### src/rtl/util_mw_adc_pkg.sv
// Shared types for the ADC capture path: capture FSM encoding and channel limit.
// No logic; imported by the capture controller.
package util_mw_adc_pkg;

    typedef enum logic [1:0] {
        ST_IDLE    = 2'd0,
        ST_ARMED   = 2'd1,
        ST_CAPTURE = 2'd2,
        ST_DONE    = 2'd3
    } cap_state_t;

    localparam int MAX_CHAN = 8;

endpackage

### src/rtl/util_mw_edge_det.sv
// Rising-edge detector: one history flop, rise = din & ~previous din.
// Latency: combinational on the current input against last cycle's sample; no backpressure.
// Backpressure: not applicable, free-running every cycle.
module util_mw_edge_det (
    input  logic clk,
    input  logic rst,
    input  logic din,
    output logic rise
);

    logic din_q;

    always_ff @(posedge clk) begin
        if (rst) begin
            din_q <= 1'b0;
        end else begin
            din_q <= din;
        end
    end

    assign rise = din & ~din_q;

endmodule

### src/rtl/util_mw_adc_capture_ctl.sv
// Capture sequencer: gates a bounded (or continuous) burst of ADC samples into the DMAC write port.
// Latency: one cycle from data_in/data_in_valid to dmac_data/dmac_valid.
// Backpressure: none; the DMAC cannot stall us, its overflow flag is only latched into sts_ovf.
// Build option: UTIL_MW_ADC_CAPTURE_TRIG_EN adds the ARMED state and trig_in rising-edge start.
module util_mw_adc_capture_ctl
    import util_mw_adc_pkg::*;
#(
    parameter int DATA_WIDTH = 16,
    parameter int NUM_CHAN   = 4,
    parameter int CNT_WIDTH  = 24
) (
    input  logic                           adc_clk,
    input  logic                           adc_rst,
    input  logic                           ctl_arm,
    input  logic                           ctl_abort,
    input  logic [CNT_WIDTH-1:0]           ctl_len,
    input  logic                           trig_in,
    input  logic [DATA_WIDTH*NUM_CHAN-1:0] data_in,
    input  logic                           data_in_valid,
    output logic [DATA_WIDTH*NUM_CHAN-1:0] dmac_data,
    output logic                           dmac_valid,
    output logic                           dmac_sync,
    input  logic                           dmac_ovf,
    output logic                           sts_busy,
    output logic                           sts_done,
    output logic                           sts_ovf,
    output logic [CNT_WIDTH-1:0]           sts_count
);

    cap_state_t           state;
    logic [CNT_WIDTH-1:0] len_q;
    logic                 first_q;
    logic                 trig_rise;
    logic                 fwd;
    logic                 last;

`ifdef UTIL_MW_ADC_CAPTURE_TRIG_EN
    localparam cap_state_t ARM_TARGET = ST_ARMED;

    util_mw_edge_det u_trig_det (
        .clk  (adc_clk),
        .rst  (adc_rst),
        .din  (trig_in),
        .rise (trig_rise)
    );
`else
    localparam cap_state_t ARM_TARGET = ST_CAPTURE;

    logic unused_trig;
    assign unused_trig = trig_in;
    assign trig_rise   = 1'b0;
`endif

    assign fwd  = (state == ST_CAPTURE) && data_in_valid;
    // A zero length means continuous capture, so it never matches here.
    assign last = fwd && (len_q != '0) && (sts_count == len_q - 1'b1);

    always_ff @(posedge adc_clk) begin
        if (adc_rst) begin
            state      <= ST_IDLE;
            len_q      <= '0;
            first_q    <= 1'b0;
            dmac_data  <= '0;
            dmac_valid <= 1'b0;
            dmac_sync  <= 1'b0;
            sts_busy   <= 1'b0;
            sts_done   <= 1'b0;
            sts_ovf    <= 1'b0;
            sts_count  <= '0;
        end else begin
            dmac_valid <= fwd;
            dmac_sync  <= fwd && first_q;
            sts_done   <= 1'b0;
            if (fwd) begin
                dmac_data <= data_in;
                first_q   <= 1'b0;
                if (sts_count != '1) begin
                    sts_count <= sts_count + 1'b1;
                end
            end
            if (dmac_ovf && sts_busy) begin
                sts_ovf <= 1'b1;
            end

            case (state)
                ST_IDLE: begin
                    if (ctl_arm && !ctl_abort) begin
                        state     <= ARM_TARGET;
                        len_q     <= ctl_len;
                        first_q   <= 1'b1;
                        sts_count <= '0;
                        sts_ovf   <= 1'b0;
                        sts_busy  <= 1'b1;
                    end
                end
`ifdef UTIL_MW_ADC_CAPTURE_TRIG_EN
                ST_ARMED: begin
                    if (ctl_abort) begin
                        state    <= ST_IDLE;
                        sts_busy <= 1'b0;
                    end else if (trig_rise) begin
                        state <= ST_CAPTURE;
                    end
                end
`endif
                ST_CAPTURE: begin
                    if (ctl_abort) begin
                        state    <= ST_IDLE;
                        sts_busy <= 1'b0;
                    end else if (last) begin
                        state    <= ST_DONE;
                        sts_busy <= 1'b0;
                        sts_done <= 1'b1;
                    end
                end
                ST_DONE: begin
                    state <= ST_IDLE;
                end
                default: begin
                    state    <= ST_IDLE;
                    sts_busy <= 1'b0;
                end
            endcase
        end
    end

endmodule

### config.mk
export PLATFORM = sky130hd
export DESIGN_NAME = util_mw_adc_capture_ctl
export DESIGN_NICKNAME = d
export VERILOG_FILES = /design/src/rtl/util_mw_adc_pkg.sv /design/src/rtl/util_mw_edge_det.sv /design/src/rtl/util_mw_adc_capture_ctl.sv
export SDC_FILE = /design/constraint.sdc
export NUM_CORES = 1
export LEC_CHECK = 0
export CAP_MARGIN = 20
export CORE_ASPECT_RATIO = 0.9
export CORE_MARGIN = 3
export CORE_UTILIZATION = 45
export CTS_CLUSTER_DIAMETER = 50
export DETAILED_ROUTE_END_ITERATION = 8
export MAX_ROUTING_LAYER = met4
export PLACE_DENSITY = 0.8
export SLEW_MARGIN = 20
export SYNTH_ARGS = -nofsm -noshare
export SYNTH_HDL_FRONTEND = slang
export SYNTH_HIERARCHICAL = 1
export SYNTH_SLANG_ARGS = --single-unit
### constraint.sdc
create_clock -name adc_clk -period 3.3 [get_ports adc_clk]
set_clock_uncertainty 0.1 [all_clocks]
set_input_delay 0.66 -clock adc_clk [delete_from_list [all_inputs] [get_ports adc_clk]]
set_output_delay 0.66 -clock adc_clk [all_outputs]
set_load 0.02 [all_outputs]
* After elaboration in Yosys (flattened, before gate mapping) *
Index checks and enable logic that the tools add are counted.

storage, ports and cells
  bits in registers = 120
  bits of input ports = 95
  output and inout port bits = 93
  logic and storage cells = 52

cells by class
  $add $sub $neg = 2
  equality and inequality tests = 6
  mux-type cells = 19
  bitwise logic cells = 2
  reductions and logical operators = 13

operator list
  operator                                             number
  two-way mux 24 bit                                   4
  adder 24 x 1 -> 24 bit (second input constant)       1
  equality test 24 bit                                 1
  inequality test 24 bit (second input constant)       1
  nonzero test 24 bit                                  1
  subtractor 24 x 1 -> 24 bit (second input constant)  1
  two-way mux 1 bit                                    10
  logical AND 1 bit                                    6
  two-way mux 2 bit                                    3
  equality test 2 bit (second input constant)          2
  one-hot mux 2 bit (2 select lines)                   1
  AND reduction 2 bit                                  2
  inequality test 3 bit (second input constant)        1
  one-hot mux 1 bit (3 select lines)                   1
  AND reduction 3 bit                                  1
  OR reduction 3 bit                                   1
  zero test 2 bit                                      1
  inequality test 2 bit (second input constant)        1
  inverter 1 bit                                       2
  zero test 1 bit                                      1

* Longest topological paths before layout *
Gate-level depths: netlist of the first run.

  word-level depth = 7
  depth in mapped cells = 10
  gate-level depth less buffers = 9

* Worst setup path after synthesis of the first run *
OpenSTA, ideal clock, no wires.

  kind = reg-to-reg
  start point = reg len_q[16]
  end point = reg sts_busy
  setup time = 0.133 ns
  data arrival time = 2.415 ns
  required time = 3.067 ns
  slack = 0.652 ns
  stages on the path, launching flop included = 9
  path buffers = 1
  clock period less this slack = 2.648 ns
  path through = dfxtp_1 -> buf_6 -> or4_4 -> or4_1 -> or4_1 -> o21ai_2 -> o21ai_0 -> a2111oi_2 -> o22ai_1

on the way
  word-level cells in the longest chain between the ends = 5
  elaborated cells on any way between the ends = 7
  classes of those cells = add/sub (1); eq/ne (2); reduce/logical (4)

ends and longest elaborated chain
  element                                                                    line                            text
  from (decl)                                                                util_mw_adc_capture_ctl.sv:31   logic [CNT_WIDTH-1:0] len_q;
  from (signal assigned)                                                     util_mw_adc_capture_ctl.sv:89   len_q <= ctl_len;
  subtractor 24 x 1 -> 24 bit / nonzero test 24 bit (equally long branches)  util_mw_adc_capture_ctl.sv:56   assign last = fwd && (len_q != '0) && (sts_count == len_q - 1'b1);
  equality test 24 bit / logical AND 1 bit (equally long branches)           util_mw_adc_capture_ctl.sv:56
  logical AND 1 bit *                                                        util_mw_adc_capture_ctl.sv:56
  inequality test 3 bit (no source line) *                                   -
  AND reduction 3 bit (no source line) *                                     -
  to (signal assigned)                                                       util_mw_adc_capture_ctl.sv:66   sts_busy <= 1'b0;
  to (signal assigned)                                                       util_mw_adc_capture_ctl.sv:93   sts_busy <= 1'b1;
  to (signal assigned)                                                       util_mw_adc_capture_ctl.sv:109  sts_busy <= 1'b0;
  to (decl)                                                                  util_mw_adc_capture_ctl.sv:24   output logic sts_busy,

Every way passes the cells marked *; elsewhere a longest branch is shown, timed or not.
A chain may end at the register's enable or synchronous reset.

* Worst setup path after layout of the first run *
  start point = reg len_q[0]
  end point = reg sts_busy

Same word-level chain as after synthesis.

==> results.yml, run 1 <==
sta:
  setup_ws_ps: 492
  slew_violations: 0
  hold_violations: 0
  timing.fmax_ghz: 0.356
  fin_crit_sh_pct: 85.1
  slew_headroom_pct: 54.2
  layout_min_cycle_time_ps: 2810
  tightestPinTransition_ps: 686
  setup_violations: 0
  setup_tns_ps: 0
  rsz0062_at_grt: "no"
floorplanning:
  die_y_um: 109
  floorplan.rows: 36
  dieWidth_um: 120
  io_pins: 188
  die-area_mm2: 0.0131
  initial_core_util_pct: 47.4
  placeableCoreArea_mm2: 0.0112
worst_setup_path:
  required_ps: 3480
  slowest_stage: "or4_1"
  crit_fanout: 9
  worstPathArrival_ps: 2990
  endpoint_kind: "register"
  critPathLaunchType: "register"
  worstPathCellList: "or4_1 -> a211o_2 -> o21ba_2 -> a211oi_1 -> nand4_1 -> a2111oi_2 -> o22ai_1"
  crit_type: "register to register"
  max_stage_delay_ps: 710
clocking:
  cts.sinks: 120
  cts_buffers: 17
  cts_setup_buffers: 0
  cts_max_level: 4
  cts.path.max_buffers: 2
  cts_resized: 0
  cts-root-buf: "clkbuf_16"
  hold_buffers: 0
  clkLatencyLatePin_ps: 410
  path_clk_slew_ps: 50
  cts_tree: "yes"
synthesis:
  synth_area_mm2: 0.00530
  synth.most_common_cell: "nand2_1"
  ys.flop_type: "dfxtp_1"
  syn_nets: 775
  yosysWarningCount: 6
  avgSynthCellArea_um2: 7.82
  seq_area_frac_synth_pct: 45.4
  synthCells: 677
  synthArstFlopShare_pct: 0
  synth_area_leader_cell: "dfxtp_1"
  yosysUniqueCellTypes: 50
  ys_seq_elements: 120
  synth_edf_count: 0
  synthTopCellsByArea: "dfxtp_1, nand2_1, a21oi_1"
  synth_top_cells_by_count: "nand2_1, dfxtp_1, a21oi_1, clkbuf_1, nor2_1"
  netlist.area_leader.share_pct: 45.4
global_route:
  busiest_layer: "met2"
  met2_usage_pct: 42.5
  grt-ovfl-total: 0
  grt_first_pass_wirelength_um: 25700
  grt_pass1_vias: 5326
  grt_usage_pct: 25.5
  grt_max_degree: 67
  antenna_found_initial: 0
  use_met1_pct: 29.6
  grt_use_met3_pct: 7.11
power_and_ir_drop:
  p_leak_nw: 2.77
  cellPowerDensity_mw_per_mm2: 489
  worst_ir_drop_vdd_mv: 0.416
placed_design:
  gp_congestion: 0.881
  portBuffers: 186
  post-dp-hpwl_um: 11900
  place_ws_ps: 507
routing:
  viasPerCell: 5.42
  drt_iter0_drc: 522
  ant_nets: 0
  vias: 5483
  wl_per_cell_um: 16.2
  firstDrtPassIters: 8
  drt-total-wl_um: 16400
  route.detailed.drc: 0
finish:
  final_nets: 945
  insertedDiodeCount: 0
  drive_gt1_share_pct: 6.63
  area_growth_pct: 48.0
job:
  timing.max_cap.violations: 0
status:
  status: "finished, final reports clean"
worst_hold_path:
  hold_class: "register to register"
==> cells by family (layout without fill, tap and decap cells) <==
family | count (synthesis) | count (layout) | share of synthesized area, %
multiplexers | 3 | 3 | 0.567
flip-flops | 120 | 120 | 45.4
AO/OA/AOI/OAI | 138 | 138 | 14.5
AND/OR/NAND/NOR | 315 | 315 | 27.2
XOR/XNOR | 45 | 45 | 7.44
buffers and inverters | 53 | 236 | 4.16
adder cells (fa/ha/maj) | 3 | 3 | 0.709
==> layer usage <==
metal | vias up | routed length [um]
li1 | 2647 | -
met1 | 2558 | 6600
met2 | 243 | 8210
met3 | 35 | 1230
met4 | 0 | 377
met5 | - | 0
==> report_power, final <==
part / total [mW] / switching, mW / internal, mW
Combinational: 0.478 / 0.231 / 0.247
Sequential: 1.52 / 0.0366 / 1.49
Clock: 1.83 / 0.625 / 1.21
==> cell usage in the layout (no fill, tap or decap), types with 6 or more instances in the layout <==
cell / netlist / layout
inv_1: 6 / 6
nor3_1: 12 / 12
clkbuf_16: 0 / 17
clkdlybuf4s50_1: 0 / 185
nand4_1: 14 / 14
and3_1: 7 / 7
nor2_1: 30 / 30
nor4_1: 11 / 11
xnor2_1: 22 / 22
nand2_1: 193 / 193
xor2_1: 23 / 23
nand3_1: 12 / 12
buf_4: 1 / 12
o21ai_0: 14 / 14
a21oi_1: 105 / 105
or3_1: 10 / 10
dfxtp_1: 120 / 120
==> stage by stage <==
stage	util (%)	hold WS, ps	std cells	total power, mW	cell area [um2]
finish	70.2	351	1012	3.83	7840
global route	70.2	381	1012	3.98	7840
CTS	70.2	354	1012	3.85	7840
detailed placement	64.8	347	980	2.02	7240
global placement	64.8	341	980	2.01	7240
floorplan	-	330	677	1.80	5300
==> path summary, 6_finish.rpt <==
check | start | to | slack, ps | cells past startpoint
setup reg to reg | len_q[0]$_SDFFE_PP0P_ | sts_busy$_SDFFE_PP0P_ | 490 | 7
hold / removal | dmac_data[40]$_SDFFE_PP0P_ | dmac_data[40]$_SDFFE_PP0P_ | 350 | 2
setup / recovery | len_q[0]$_SDFFE_PP0P_ | sts_busy$_SDFFE_PP0P_ | 490 | 7
hold reg to reg | dmac_data[40]$_SDFFE_PP0P_ | dmac_data[40]$_SDFFE_PP0P_ | 350 | 2
==> registers in the layout, indices dropped and copies added, names as in the netlist <==
name        cells
dmac_data      64
len_q          24
sts_count      24
state           2
dmac_sync       1
dmac_valid      1
first_q         1
sts_busy        1
sts_done        1
sts_ovf         1
==> area by class of cell <==
class | instances | area (um2)
fillers | 903 | 3330
flip-flops and latches | 120 | 2400
multi-input cells | 504 | 2680
well taps | 152 | 190
inverters | 6 | 22.5
clock buffers | 25 | 505
clock inverters | 7 | 90.1
repair buffers | 198 | 1950
==> worst max-delay path, delay by kind of cell (launching register included) <==
kind	cells	cell delay [ps]
AND/OR/NAND/NOR	2	890
AO/OA/AOI/OAI	5	1320
flip-flops	1	370
(Power assumes the default switching activity.)
==> run 2: changes to the inputs <==
- CORE_ASPECT_RATIO: 0.9 -> 0.8
- SKIP_CTS_REPAIR_TIMING: unset -> 1
==> run 2 against run 1 <==
Effect of this change:
- clock power up 2%
- critical path type unchanged
- cell area is 0.11% higher
- die area about the same
- cell count shrank 0.69%
==> results.yml, run 2 (synthesis gave the netlist of run 1 again) <==
finish:
  regArea_mm2: 0.00240
  multiInputGateArea_mm2: 0.00268
  area_growth_pct: 48.2
  nFillCells: 882
  final_nets: 947
  final_cells: 1005
  insertedDiodeCount: 0
  drive_gt1_share_pct: 7.08
  final_common_cell: "nand2_1"
  largest_reg_flops: 64
  top_register: "dmac_data"
  fin_util_pct: 70.1
  final_area_mm2: 0.00785
  top_regs: "dmac_data x64, len_q x24, sts_count x24"
  final_cell_mix: "nand2_1, clkdlybuf4s50_1, dfxtp_1"
routing:
  wl_per_cell_um: 16.1
  vias: 5399
  route.detailed.drc: 0
  firstDrtPassIters: 6
  ant_nets: 0
  drt_iter0_drc: 476
  viasPerCell: 5.37
  drt-total-wl_um: 16200
worst_setup_path:
  critPathLaunchType: "register"
  worstPathArrival_ps: 3020
  crit_type: "register to register"
  required_ps: 3460
  crit_fanout: 9
  endpoint_kind: "register"
  reg2reg_slack_ps: 440
  r2r-start: "len_q[0]$_SDFFE_PP0P_"
  r2r_cells: 7
  rr_endpoint: "sts_busy$_SDFFE_PP0P_"
sta:
  layout_min_cycle_time_ps: 2860
  hold_violations: 0
  slew_headroom_pct: 51.5
  fin_crit_sh_pct: 86.8
  timing.fmax_ghz: 0.349
  setup_violations: 0
  holdWs_ps: 351
  tightestPinTransition_ps: 727
  rsz0062_at_grt: "no"
  slew_violations: 0
  setup_ws_ps: 437
  setup_tns_ps: 0
clocking:
  path_clk_slew_ps: 60
  clkLatencyLatePin_ps: 410
  cts-root-buf: "clkbuf_16"
  cts_tree: "yes"
  cts.path.max_buffers: 2
  cts_buffers: 17
  cts_max_level: 4
  cts.sinks: 120
placed_design:
  dpl_cell_area_mm2: 0.00725
  place_ws_ps: 490
  portBuffers: 186
  gp_congestion: 0.869
  post-dp-hpwl_um: 11700
  place_inst: 974
global_route:
  grt_usage_pct: 24.6
  antenna_found_initial: 0
  grt_max_degree: 68
  grt_pass1_vias: 5192
  grt_first_pass_wirelength_um: 25000
  grt-ovfl-total: 0
floorplanning:
  die_y_um: 103
  io_pins: 188
  dieWidth_um: 127
  floorplan.rows: 34
  initial_core_util_pct: 47.3
  placeableCoreArea_mm2: 0.0112
  die-area_mm2: 0.0131
status:
  status: "finished, final reports clean"
worst_hold_path:
  hold_class: "register to register"
  holdPathStages: 2
  min_to: "dmac_data[26]$_SDFFE_PP0P_"
  worstHoldStart: "dmac_data[26]$_SDFFE_PP0P_"
power_and_ir_drop:
  worst_ir_drop_vdd_mv: 0.368
  cellPowerDensity_mw_per_mm2: 493
  p_leak_nw: 2.79
  report.power.total_mw: 3.87
job:
  timing.max_cap.violations: 0
[run 2: cell types whose count changed in the layout (fill, tap and decap cells not counted), sizes merged]
cell | before | now
clkbuf | 25 | 17
clkinv | 3 | 8
buf | 13 | 15
inv | 6 | 8
bufinv | 2 | 3
clkinvlp | 2 | 1
[run 2: power by group]
| part | switching [mW] | total, mW | internal [mW] | leakage, nW |
|---|---|---|---|---|
| Clock | 0.682 | 1.87 | 1.19 | 0.293 |
| Sequential | 0.0353 | 1.52 | 1.49 | 0.972 |
| Combinational | 0.233 | 0.481 | 0.248 | 1.52 |
[run 2: layout make-up]
cell class	count	share of cell area, %
Sequential cell	120	30.6
Inverter	6	0.287
Tap cell	144	2.30
Clock buffer	17	5.42
Clock inverter	14	2.22
Timing Repair Buffer	200	25.0
Multi-Input combinational cell	504	34.2
[run 2: layer usage]
layer / share of wire [%] / up-vias / wire length, um / global-route usage, %
met2: 48 / 215 / 7700 / 39.7
met5: 0 / - / 0 / -
met1: 41 / 2508 / 6680 / 30.1
met3: 8.3 / 37 / 1340 / 5.54
met4: 2.8 / 0 / 451 / 10.2
li1: - / 2639 / - / -
[run 2: worst max-delay path, cell delays in order (launching register included)]
cell	delay (ps)
dfxtp_1	370
or4_1	740
a211o_2	390
o21ba_2	200
a211oi_1	240
nand4_1	170
a2111oi_2	360
o22ai_1	130
[run 2: worst max path at each step]
stage | startpoint | endpoint | slack, ps
CTS | len_q[0]$_SDFFE_PP0P_ | sts_busy$_SDFFE_PP0P_ | 480
floorplan | len_q[16]$_SDFFE_PP0P_ | sts_busy$_SDFFE_PP0P_ | 650
global placement | len_q[0]$_SDFFE_PP0P_ | sts_busy$_SDFFE_PP0P_ | 540
detailed placement | len_q[0]$_SDFFE_PP0P_ | sts_busy$_SDFFE_PP0P_ | 490
finish | len_q[0]$_SDFFE_PP0P_ | sts_busy$_SDFFE_PP0P_ | 440
global route | len_q[0]$_SDFFE_PP0P_ | sts_busy$_SDFFE_PP0P_ | 280
